File: src/rtl/bram_port_arbiter.sv
// Round-robin arbiter with lock and bounded bursts sharing one BRAM port
// between the convolution engine and the PS-side loader.
module bram_port_arbiter #(
    parameter int DATA_W    = 32,
    parameter int ADDR_W    = 32,
    parameter int MAX_BEATS = 16
) (
    input  logic              clk,
    input  logic              reset,
    input  logic              req0,
    input  logic              req1,
    input  logic              lock0,
    input  logic              lock1,
    input  logic [ADDR_W-1:0] addr0,
    input  logic [ADDR_W-1:0] addr1,
    input  logic [DATA_W-1:0] wrdata0,
    input  logic [DATA_W-1:0] wrdata1,
    input  logic [3:0]        we0,
    input  logic [3:0]        we1,
    output logic              gnt0,
    output logic              gnt1,
    output logic              rvalid0,
    output logic              rvalid1,
    output logic [DATA_W-1:0] rddata,
    output logic [ADDR_W-1:0] BRAM_addr,
    output logic [DATA_W-1:0] BRAM_wrdata,
    output logic [3:0]        BRAM_we,
    input  logic [DATA_W-1:0] BRAM_rddata,
    output logic              busy
);

    typedef enum logic [1:0] {
        IDLE,
        OWN0,
        OWN1
    } owner_t;

    localparam logic [7:0] CNT_MAX = 8'(MAX_BEATS - 1);

    owner_t     owner;
    logic       last;
    logic [7:0] cnt;
    logic       beat0;
    logic       beat1;
    logic       rel0;
    logic       rel1;
    logic       at_max;

    assign gnt0   = (owner == OWN0);
    assign gnt1   = (owner == OWN1);
    assign busy   = gnt0 | gnt1;
    assign rddata = BRAM_rddata;

    assign beat0  = req0 & gnt0;
    assign beat1  = req1 & gnt1;
    assign at_max = (cnt == CNT_MAX);

    // Forced release only applies while the other side is waiting.
    assign rel0 = ~req0 | (beat0 & (~lock0 | (at_max & req1)));
    assign rel1 = ~req1 | (beat1 & (~lock1 | (at_max & req0)));

    always_ff @(posedge clk) begin
        if (reset) begin
            owner   <= IDLE;
            last    <= 1'b1;
            cnt     <= 8'd0;
            rvalid0 <= 1'b0;
            rvalid1 <= 1'b0;
        end else begin
            rvalid0 <= beat0 & (we0 == 4'd0);
            rvalid1 <= beat1 & (we1 == 4'd0);
            unique case (owner)
                IDLE: begin
                    cnt <= 8'd0;
                    if (req0 & (~req1 | last))
                        owner <= OWN0;
                    else if (req1)
                        owner <= OWN1;
                end
                OWN0: begin
                    if (rel0) begin
                        last  <= 1'b0;
                        cnt   <= 8'd0;
                        owner <= req1 ? OWN1 : IDLE;
                    end else if (beat0 && !at_max) begin
                        cnt <= cnt + 8'd1;
                    end
                end
                OWN1: begin
                    if (rel1) begin
                        last  <= 1'b1;
                        cnt   <= 8'd0;
                        owner <= req0 ? OWN0 : IDLE;
                    end else if (beat1 && !at_max) begin
                        cnt <= cnt + 8'd1;
                    end
                end
                default: begin
                    owner <= IDLE;
                    cnt   <= 8'd0;
                end
            endcase
        end
    end

    always_comb begin
        BRAM_addr   = '0;
        BRAM_wrdata = '0;
        BRAM_we     = 4'd0;
        if (gnt0) begin
            BRAM_addr   = addr0;
            BRAM_wrdata = wrdata0;
            BRAM_we     = we0 & {4{req0}};
        end else if (gnt1) begin
            BRAM_addr   = addr1;
            BRAM_wrdata = wrdata1;
            BRAM_we     = we1 & {4{req1}};
        end
    end

endmodule

File: config.mk
export PLATFORM = sky130hd
export DESIGN_NAME = bram_port_arbiter
export DESIGN_NICKNAME = d
export VERILOG_FILES = /design/src/rtl/bram_port_arbiter.sv
export SDC_FILE = /design/constraint.sdc
export NUM_CORES = 1
export LEC_CHECK = 0
export CORE_AREA = 2 2 109 111
export DETAILED_ROUTE_END_ITERATION = 16
export DIE_AREA = 0 0 111 113
export PLACE_DENSITY = 0.57
export RECOVER_POWER = 25
export SLEW_MARGIN = 20
export SYNTH_ARGS = -nofsm -noshare
export SYNTH_HDL_FRONTEND = slang
export SYNTH_SLANG_ARGS = --single-unit
File: constraint.sdc
create_clock -name clk -period 3.7 [get_ports clk]
set_clock_uncertainty 0.15 [all_clocks]
set_input_delay 0.37 -clock clk [delete_from_list [all_inputs] [get_ports clk]]
set_output_delay 0.37 -clock clk [all_outputs]
set_load 0.02 [all_outputs]
==> results.cfg <==
[outcome]
status = finished, final reports clean

[logic_synthesis]
yosys.area_share.xor_xnor = 0.0211
synth-simple-area-share = 0.155
avgSynthCellArea_um2 = 8.21
synth-seq-cells = 13
yosysWarnings = 0
synth_top_area_share = 0.359
muxShareOfSynthArea = 0.0121
synth-compound-area-share = 0.425
synth_common_cells = 68 x a22o_1, 32 x buf_4, 13 x dfxtp_1
yosysSeqAreaShare = 0.157
synth-edff-count = 0
synth_top_family_by_area = compound AO/OA/AOI/OAI gates
synth_adder_area_share = 0.0377
syn_nets = 381
netlist_area_mm2 = 0.00166
yosysMostFrequentCell = a22o_1
ys_top_cells_by_area = a22o_1 36%, dfxtp_1 16%, buf_4 14%
ys_async_sr_fraction = 0
yosysUniqueCellTypes = 40
synthFlopType = dfxtp_1
synth_area_leader_cell = a22o_1
syn_inst = 202

[setup_path]
slowest_delay_ps = 630
crit_buf_inv = 3
rr_endpoint = last$_SDFFE_PP1P_
cpMaxStageDelayCell = clkdlybuf4s50_1
rr_startpoint = owner[1]$_SDFFE_PP0P_
crit_fanout = 54
path_cells = inv_1 > ha_2 > nor2b_4 > buf_12 > a22o_1 > clkdlybuf4s50_1
crit_path_start_kind = flip-flop
arrival_ps = 2630
reg2reg_setup_slack_ps = 1100
crit_path_end_kind = output pin
critPathRequiredTime_ps = 3180
path_delay_family = buffers and inverters
worst_r2r_path_depth = 7
worstSetupPathType = flip-flop to output pin

[sta]
slew_headroom = 0.522
setup_tns_ps = 0
tightest_slew_ps = 716
setup_violations = 0
fin_crit_ps = 3150
layout_setup_ws_ps = 552
min_period_over_period = 0.851
slew_viol_final = 0
hold_violations = 0
rsz0062_at_grt = no
fmax_mhz = 318
holdWs_ps = 339

[routing]
route.detailed.drc = 0
wl_um = 10700
post_drt_wl_per_cell_um = 20.7
ant_nets = 0
dr.pass1.iters = 4
drtIter0Drc = 72
vias = 2269
avgViaCountPerCell = 4.39

[cells_and_area]
fillers = 1146
area_growth_pct = 129
drive_gt1_frac = 0.0321
fin_cells = 517
final_net_count = 554
n_antenna_cell = 0

[clocking]
cts_hold_buf = 0
path_clk_slew_ps = 40
htree_num_levels = 1
clkLatencyLatePin_ps = 240
clk_path_buf_depth = 2
cts_tree = yes
post_cts_resized = 0
clock_sinks = 13
post-cts-setup-buffers = 0
cts-buffers-inserted = 3
cts-root-buf = clkbuf_16

[power_and_ir_drop]
peakVddDrop_mv = 0.178
total_leakage_power_uw = 0.00137
power_density_mw_per_mm2 = 373
power.total_uw = 1420

[min_path]
min_path_type = flip-flop to flip-flop
whs_path_depth = 2
hold_end = cnt[1]$_SDFFE_PP0P_
min-delay-start = cnt[1]$_SDFFE_PP0P_

[placed_design]
post-place-ws_ps = 823
place_hpwl_um = 9050
globalplace.congestion = 0.850
io_buffers = 214
post-place-cells = 513

[die]
boundaryPins = 279
die-height_um = 113
rows = 39
start_util = 0.147
die-area_mm2 = 0.0125
die_x_um = 111
core_area_mm2 = 0.0113

[flow_run]
cap_violations = 0

[grt]
antenna_found_initial = 0
grt_pass1_vias = 2388
grt_max_degree = 55
grt.total_usage = 0.159
overflow = 0
grt_pass1_wl_um = 15200
logic make-up (layout without fill, tap and decap cells):
| logic type | count (synthesis) | in the layout |
|---|---|---|
| compound gates | 82 | 82 |
| xor+xnor | 4 | 4 |
| fa+ha+maj | 5 | 5 |
| buf+inv | 52 | 224 |
| flops | 13 | 13 |
| mux | 2 | 2 |
| simple gates | 44 | 44 |
where the power goes:
part	switching, µW	leakage [µW]	total, µW	internal, µW
sequential	7.03	0.000105	155	148
combinational	503	0.00123	1060	553
clock	59.4	0.0000382	205	145
worst reg2reg max path, cell delays in order (launching register included):
cell	delay, ps
dfxtp_1	330
inv_1	90
ha_2	660
buf_4	380
and3_1	240
o32ai_4	100
and2_1	190
a221o_1	350
worst max-delay path by stage:
| stage | start | end | slack [ps] | cells after the start |
|---|---|---|---|---|
| 6_report | owner[1]$_SDFFE_PP0P_ | BRAM_wrdata[6] | 550 | 6 |
| 5_1_grt | owner[1]$_SDFFE_PP0P_ | BRAM_we[2] | 390 | 6 |
| 4_1_cts | owner[1]$_SDFFE_PP0P_ | BRAM_wrdata[6] | 530 | 6 |
| 3_5_place_dp | owner[1]$_SDFFE_PP0P_ | BRAM_wrdata[6] | 820 | 6 |
| 3_3_place_gp | owner[1]$_SDFFE_PP0P_ | BRAM_wrdata[5] | 840 | 6 |
| 2_1_floorplan | owner[1]$_SDFFE_PP0P_ | BRAM_wrdata[10] | 1410 | 7 |
through the flow:
stage          utilization  cell area [µm²]
2_1_floorplan            -             1660
3_5_place_dp         0.330             3720
4_1_cts              0.337             3800
5_1_grt              0.337             3800
3_3_place_gp         0.330             3720
6_report             0.337             3800
state kept, by name, summed over array words and instances (netlist names):
| signal | flops |
|---|---|
| cnt | 8 |
| last | 1 |
| owner | 2 |
| rvalid0 | 1 |
| rvalid1 | 1 |
layout by cell type, fill, tap and decap left out, drive strengths merged, types with 3 or more instances in the layout:
cell type      Yosys  routed
a21oi              4       4
a22o              68      68
buf               37       3
clkbuf            12       4
clkdlybuf4s50      0     214
dfxtp             13      13
ha                 5       5
inv                3       3
nand2              7       7
nand2b             3       3
nand3              4       4
nor2               7       7
nor3               4       4
nor3b              4       4
o21ai              3       3
layout make-up:
type	count	area, µm²	area share
multi-input cells	137	1090	0.287
well taps	143	179	0.0471
clock buffers	4	78.8	0.0208
inverters	3	11.3	0.00297
flip-flops and latches	13	260	0.0685
repair buffers	217	2180	0.573
per-layer routing:
metal / up-vias / part of all wire / global-route usage / wire length, µm
li1: 1087 / - / - / -
met1: 1060 / 0.38 / 0.183 / 4010
met2: 113 / 0.53 / 0.293 / 5700
met3: 9 / 0.083 / 0.0520 / 892
met4: 0 / 0.0081 / 0.0208 / 87
met5: - / 0 / 0 / 0
Note: power is estimated with default switching activity, not from simulation.
